--- config.mk ---
export PLATFORM = sky130hd
export DESIGN_NAME = sevenseg_scan
export DESIGN_NICKNAME = d
export VERILOG_FILES = /design/src/rtl/sevenseg_pkg.sv /design/src/rtl/sevenseg_decode.sv /design/src/rtl/sevenseg_scan.sv
export SDC_FILE = /design/constraint.sdc
export NUM_CORES = 1
export LEC_CHECK = 0
export ABC_AREA = 1
export BUFFER_PORTS_ARGS = -buffer_cell sky130_fd_sc_hd__buf_2
export CORE_ASPECT_RATIO = 1.2
export CORE_MARGIN = 8
export CORE_UTILIZATION = 55
export CTS_CLUSTER_SIZE = 40
export DETAILED_ROUTE_END_ITERATION = 12
export PLACE_DENSITY_LB_ADDON = 0.3
export SLEW_MARGIN = 15
export SYNTH_ARGS = -nofsm -noshare
export SYNTH_HDL_FRONTEND = slang
export SYNTH_HIERARCHICAL = 1
export SYNTH_SLANG_ARGS = --single-unit
--- constraint.sdc ---
create_clock -name clk -period 5.2 [get_ports clk]
set_clock_uncertainty 0.05 [all_clocks]
set_input_delay 1.04 -clock clk [delete_from_list [all_inputs] [get_ports clk]]
set_output_delay 1.04 -clock clk [all_outputs]
set_load 0.01 [all_outputs]
--- src/rtl/sevenseg_pkg.sv ---
// Segment encodings and the digit decode shared by the 7-segment scan driver.
// Bit 6 is segment a, bit 0 is segment g; a 1 lights the segment.
package sevenseg_pkg;

   typedef logic [6:0] seg_t;

   localparam seg_t SEG_0     = 7'b1111110;
   localparam seg_t SEG_1     = 7'b0110000;
   localparam seg_t SEG_2     = 7'b1101101;
   localparam seg_t SEG_3     = 7'b1111001;
   localparam seg_t SEG_4     = 7'b0110011;
   localparam seg_t SEG_5     = 7'b1011011;
   localparam seg_t SEG_6     = 7'b1011111;
   localparam seg_t SEG_7     = 7'b1110000;
   localparam seg_t SEG_8     = 7'b1111111;
   localparam seg_t SEG_9     = 7'b1110011;
   localparam seg_t SEG_A     = 7'b1110111;
   localparam seg_t SEG_B     = 7'b0011111;
   localparam seg_t SEG_C     = 7'b1001110;
   localparam seg_t SEG_D     = 7'b0111101;
   localparam seg_t SEG_E     = 7'b1001111;
   localparam seg_t SEG_F     = 7'b1000111;
   localparam seg_t SEG_BLANK = 7'b0000000;

   // Codes 10-15 only light up when hex display is enabled.
   function automatic seg_t seg_decode(input logic [3:0] code, input bit hex);
      seg_t seg;
      case (code)
         4'h0:    seg = SEG_0;
         4'h1:    seg = SEG_1;
         4'h2:    seg = SEG_2;
         4'h3:    seg = SEG_3;
         4'h4:    seg = SEG_4;
         4'h5:    seg = SEG_5;
         4'h6:    seg = SEG_6;
         4'h7:    seg = SEG_7;
         4'h8:    seg = SEG_8;
         4'h9:    seg = SEG_9;
         4'hA:    seg = hex ? SEG_A : SEG_BLANK;
         4'hB:    seg = hex ? SEG_B : SEG_BLANK;
         4'hC:    seg = hex ? SEG_C : SEG_BLANK;
         4'hD:    seg = hex ? SEG_D : SEG_BLANK;
         4'hE:    seg = hex ? SEG_E : SEG_BLANK;
         default: seg = hex ? SEG_F : SEG_BLANK;
      endcase
      return seg;
   endfunction

endpackage

--- src/rtl/sevenseg_decode.sv ---
// Combinational digit decoder: one 4-bit code in, abcdefg segment pattern out.
module sevenseg_decode
   import sevenseg_pkg::*;
#(
   parameter bit HEX_MODE = 1'b0
) (
   input  logic [3:0] i_code,
   output seg_t       o_seg
);

   assign o_seg = seg_decode(i_code, HEX_MODE);

endmodule

--- src/rtl/sevenseg_scan.sv ---
// Time-multiplexed 7-segment driver: prescaled digit scan, double-buffered frame
// content, leading-zero blanking and registered (optionally inverted) pin outputs.
module sevenseg_scan
   import sevenseg_pkg::*;
#(
   parameter int NUM_DIGITS = 4,
   parameter int PRESCALE   = 1000,
   parameter bit HEX_MODE   = 1'b0,
   parameter bit ACTIVE_LOW = 1'b0
) (
   input  logic                    clk,
   input  logic                    rst_n,
   input  logic                    load,
   input  logic [4*NUM_DIGITS-1:0] value,
   input  logic [NUM_DIGITS-1:0]   dp_in,
   input  logic                    blank_lz,
   output logic [6:0]              seg_out,
   output logic                    dp_out,
   output logic [NUM_DIGITS-1:0]   digit_sel,
   output logic                    frame_tick
);

   localparam int CNT_W = (PRESCALE > 1) ? $clog2(PRESCALE) : 1;
   localparam int IDX_W = (NUM_DIGITS > 1) ? $clog2(NUM_DIGITS) : 1;
   localparam logic [CNT_W-1:0] SLOT_LAST = CNT_W'(PRESCALE - 1);
   localparam logic [IDX_W-1:0] IDX_LAST  = IDX_W'(NUM_DIGITS - 1);

   logic [CNT_W-1:0]        r_slot;
   logic [IDX_W-1:0]        r_idx;
   logic [4*NUM_DIGITS-1:0] r_pend_val;
   logic [NUM_DIGITS-1:0]   r_pend_dp;
   logic [4*NUM_DIGITS-1:0] r_disp_val;
   logic [NUM_DIGITS-1:0]   r_disp_dp;
   seg_t                    r_seg;
   logic                    r_dp;
   logic [NUM_DIGITS-1:0]   r_sel;
   logic                    r_tick;

   logic                    w_slot_wrap;
   logic                    w_frame_wrap;
   logic [3:0]              w_code;
   logic                    w_dp;
   logic                    w_blank;
   logic                    w_zero_run;
   logic [NUM_DIGITS-1:0]   w_sel;
   seg_t                    w_dec;
   seg_t                    w_seg;

   assign w_slot_wrap  = (r_slot == SLOT_LAST);
   assign w_frame_wrap = w_slot_wrap && (r_idx == IDX_LAST);

   // Walk from the top digit down so the zero run covers "this digit and all above".
   always_comb begin
      w_code     = 4'h0;
      w_dp       = 1'b0;
      w_blank    = 1'b0;
      w_zero_run = 1'b1;
      w_sel      = '0;
      for (int k = NUM_DIGITS - 1; k >= 0; k--) begin
         w_zero_run = w_zero_run && (r_disp_val[k*4 +: 4] == 4'h0);
         w_sel[k]   = (r_idx == IDX_W'(k));
         if (w_sel[k]) begin
            w_code  = r_disp_val[k*4 +: 4];
            w_dp    = r_disp_dp[k];
            w_blank = blank_lz && w_zero_run && (k != 0);
         end
      end
   end

   sevenseg_decode #(
      .HEX_MODE (HEX_MODE)
   ) u_decode (
      .i_code (w_code),
      .o_seg  (w_dec)
   );

   assign w_seg = w_blank ? SEG_BLANK : w_dec;

   // Display content only changes on the frame boundary, so a frame never tears.
   always_ff @(posedge clk or negedge rst_n) begin
      if (!rst_n) begin
         r_slot     <= '0;
         r_idx      <= '0;
         r_pend_val <= '0;
         r_pend_dp  <= '0;
         r_disp_val <= '0;
         r_disp_dp  <= '0;
         r_seg      <= SEG_BLANK;
         r_dp       <= 1'b0;
         r_sel      <= '0;
         r_tick     <= 1'b0;
      end else begin
         r_slot <= w_slot_wrap ? '0 : r_slot + 1'b1;
         if (w_slot_wrap) begin
            r_idx <= w_frame_wrap ? '0 : r_idx + 1'b1;
         end
         if (load) begin
            r_pend_val <= value;
            r_pend_dp  <= dp_in;
         end
         if (w_frame_wrap) begin
            r_disp_val <= r_pend_val;
            r_disp_dp  <= r_pend_dp;
         end
         r_seg  <= w_seg;
         r_dp   <= w_dp;
         r_sel  <= w_sel;
         r_tick <= (r_slot == '0) && (r_idx == '0);
      end
   end

   assign seg_out    = r_seg ^ {7{ACTIVE_LOW}};
   assign dp_out     = r_dp ^ ACTIVE_LOW;
   assign digit_sel  = r_sel ^ {NUM_DIGITS{ACTIVE_LOW}};
   assign frame_tick = r_tick;

endmodule

==> results.json <==
{
  "rows": 30,
  "cp.buffers_inverters": 3,
  "grt_overflow": 0,
  "max_slew_margin": 0.4175,
  "gp_congestion": 0.8873,
  "clk_latency_ns": 0.34,
  "powerDensity_nw_per_um2": 292.9,
  "numCtsBuffers": 9,
  "cts_sinks": 65,
  "max_freq_mhz": 334.4,
  "wl_um": 5723,
  "slew_viol_final": 0,
  "critPathMaxStageDelay_ns": 0.74,
  "die_y_um": 98.28,
  "cp_data_required_time_ns": 5.41,
  "antenna_found_initial": 0,
  "cp_data_arrival_time_ns": 3.20,
  "drc_errors": 0,
  "drt_iter0_drc": 79,
  "cts-hold-fix-buffers": 0,
  "vias_per_cell": 5.146,
  "final_core_util": 0.6358,
  "rsz0062_at_grt": "no",
  "drive_gt1_frac": 0.2274,
  "clkTransAtPathRegs_ns": 0.07,
  "core_area_um2": 5555,
  "ys_seq_elements": 65,
  "synth-warning-count": 6,
  "cp_cell_sequence": "ha_1, inv_1, nor2_1, nand2_1, nand2_1, nand2_1, a21oi_1, inv_1, ha_1, nand2_1, nand2_1, nor2_1, nor2_1, inv_1, a21oi_1",
  "wire_per_inst_um": 12.69,
  "crit_path_start_kind": "flop",
  "worstMarginPinSlew_ns": 0.8728,
  "final.setup.tns_ns": 0,
  "die_w_um": 84.57,
  "die_area_um2": 8311,
  "avgSynthCellArea_um2": 9.020,
  "io_buffer_count": 36,
  "post-cts-setup-buffers": 0,
  "p_leak_nw": 1.905,
  "syn_inst": 344,
  "cp_common_cell": "nand2_1",
  "crit_type": "reg -> reg",
  "crit_path_max_fanout": 23,
  "hpwl_um": 4062,
  "ioPinCount": 37,
  "syn_area_um2": 3103,
  "hold_start": "r_slot[0]$_DFF_PN0_",
  "cp-end-kind": "flop",
  "synth_fp_nets": 380,
  "outcome": "finished clean",
  "fin_crit_ns": 2.991,
  "crit_start": "r_idx[0]$_DFFE_PN0N_",
  "crit_path_top_delay_cell": "ha_1",
  "cts_resized": 0,
  "syn_to_final_growth_pct": 13.83,
  "num_antenna_cells": 0,
  "drv_cap": 0,
  "finalSetupViolCount": 0,
  "nets": 418,
  "min_path_type": "reg -> reg",
  "root_buffer": "clkbuf_8",
  "fillCellCount": 486,
  "hold_viol_final": 0,
  "grt_max_degree": 66,
  "cts_tree": "yes",
  "grt_pass1_vias": 2357,
  "grt_usage": 0.1523,
  "postRouteAntennaNets": 0,
  "synth_cell_types": 22,
  "rr_startpoint": "r_idx[0]$_DFFE_PN0N_",
  "peakVddDrop_v": 0.0002140,
  "vias": 2321,
  "start_util": 0.5586,
  "critPathTopFamily": "adder cells",
  "first_pass_iters": 4,
  "grt_pass1_wl_um": 10130,
  "cts.path.max_buffers": 2,
  "ys_seq_area_frac": 0.5242,
  "h-tree-depth": 3,
  "fin_crit_sh": 0.5751
}
## per-layer routing
layer  vias up  global-route usage  part of all wire
li1       1179                   -                 -
met2        54              0.2532              0.49
met5         -                   0                 0
met1      1076              0.1655              0.44
met4         0             0.09478             0.023
met3        12             0.04622             0.048
## worst register-to-register path, stage by stage (launching register included)
cell and delay (ns):
dfrtp_1 0.39, ha_1 0.74, inv_1 0.18, nor2_1 0.28, nand2_1 0.09, nand2_1 0.06, nand2_1 0.04, a21oi_1 0.24
inv_1 0.14, ha_1 0.30, nand2_1 0.04, nand2_1 0.08, nor2_1 0.04, nor2_1 0.08, inv_1 0.04, a21oi_1 0.11
## area by class of cell
class                           instances  area (µm²)  share of cell area
Clock buffer                           15       196.4             0.05561
Clock inverter                          1       30.03            0.008502
Multi-Input combinational cell        231        1269              0.3592
Sequential cell                        65        1627              0.4605
Timing Repair Buffer                   37       187.7             0.05313
Tap cell                               64       80.08             0.02267
Inverter                               38       142.6             0.04038
## cells in the mapped netlist
cell	count	share of area
buf_6	2	0.0073
nor2_1	28	0.034
xor2_1	1	0.0028
mux2_2	20	0.073
nand2_1	108	0.13
ha_1	12	0.048
a21oi_1	15	0.024
inv_1	32	0.039
nand3_2	2	0.0065
nand4_1	22	0.044
o211ai_1	4	0.0097
buf_4	2	0.0048
nand2_2	4	0.0081
nor2_2	3	0.0060
a31oi_1	1	0.0020
nand3_1	7	0.011
buf_2	4	0.0065
inv_2	6	0.0073
clkbuf_1	2	0.0024
nor2_4	1	0.0036
o21ai_0	3	0.0048
dfrtp_1	65	0.52
## power by group
group | internal (mW) | total, mW | switching, mW
clock | 0.287 | 0.467 | 0.180
combinational | 0.0201 | 0.0377 | 0.0176
sequential | 0.521 | 0.529 | 0.00816
## cell families after synthesis
| kind of cell | after synthesis | synth area share |
|---|---|---|
| AND/OR/NAND/NOR | 175 | 0.2444 |
| flip-flops | 65 | 0.5242 |
| buffers and inverters | 48 | 0.06694 |
| AO/OA/AOI/OAI | 23 | 0.04073 |
| multiplexers | 20 | 0.07258 |
| adder cells (fa/ha/maj) | 12 | 0.04839 |
| XOR/XNOR | 1 | 0.002823 |
## registers in the layout, indices dropped and copies added, names as in the netlist
name        count
digit_sel       4
dp_out          1
frame_tick      1
r_disp_dp       4
r_disp_val     16
r_idx           2
r_pend_dp       4
r_pend_val     16
r_slot         10
seg_out         7
## final timing paths
| path | to | slack (ns) | cells past startpoint |
|---|---|---|---|
| setup reg to reg | seg_out[3]$_DFF_PN0_ | 2.21 | 15 |
| max in group asynchronous | seg_out[6]$_DFF_PN0_ | 3.76 | 2 |
| hold reg to reg | r_slot[0]$_DFF_PN0_ | 0.41 | 1 |
| min in group asynchronous | r_slot[6]$_DFF_PN0_ | 0.81 | 2 |
| setup / recovery | seg_out[3]$_DFF_PN0_ | 2.21 | 15 |
| hold / removal | r_slot[0]$_DFF_PN0_ | 0.41 | 1 |
## per-stage QoR
step | setup WS [ns] | power, mW | cell area, µm² | hold slack [ns] | cells
after floorplan | 3.030 | 0.5552 | 3103 | 0.3789 | 344
after global placement | 2.387 | 0.5763 | 3306 | 0.4072 | 435
after detailed placement | 2.282 | 0.5782 | 3306 | 0.4101 | 435
after CTS | 2.260 | 1.046 | 3532 | 0.4185 | 451
after global routing | 1.840 | 1.070 | 3532 | 0.4300 | 451
final | 2.209 | 1.034 | 3532 | 0.4111 | 451
## cell usage in the layout, fill, tap and decap left out, drive strengths merged, types with 3 or more instances in the layout
cell / count
nand2: 112
nand4: 22
buf: 37
dfrtp: 65
clkbuf: 15
nor2: 32
inv: 38
mux2: 20
ha: 12
a21oi: 15
o211ai: 4
o21ai: 3
nand3: 9
Power figures use the tool's default switching activity.
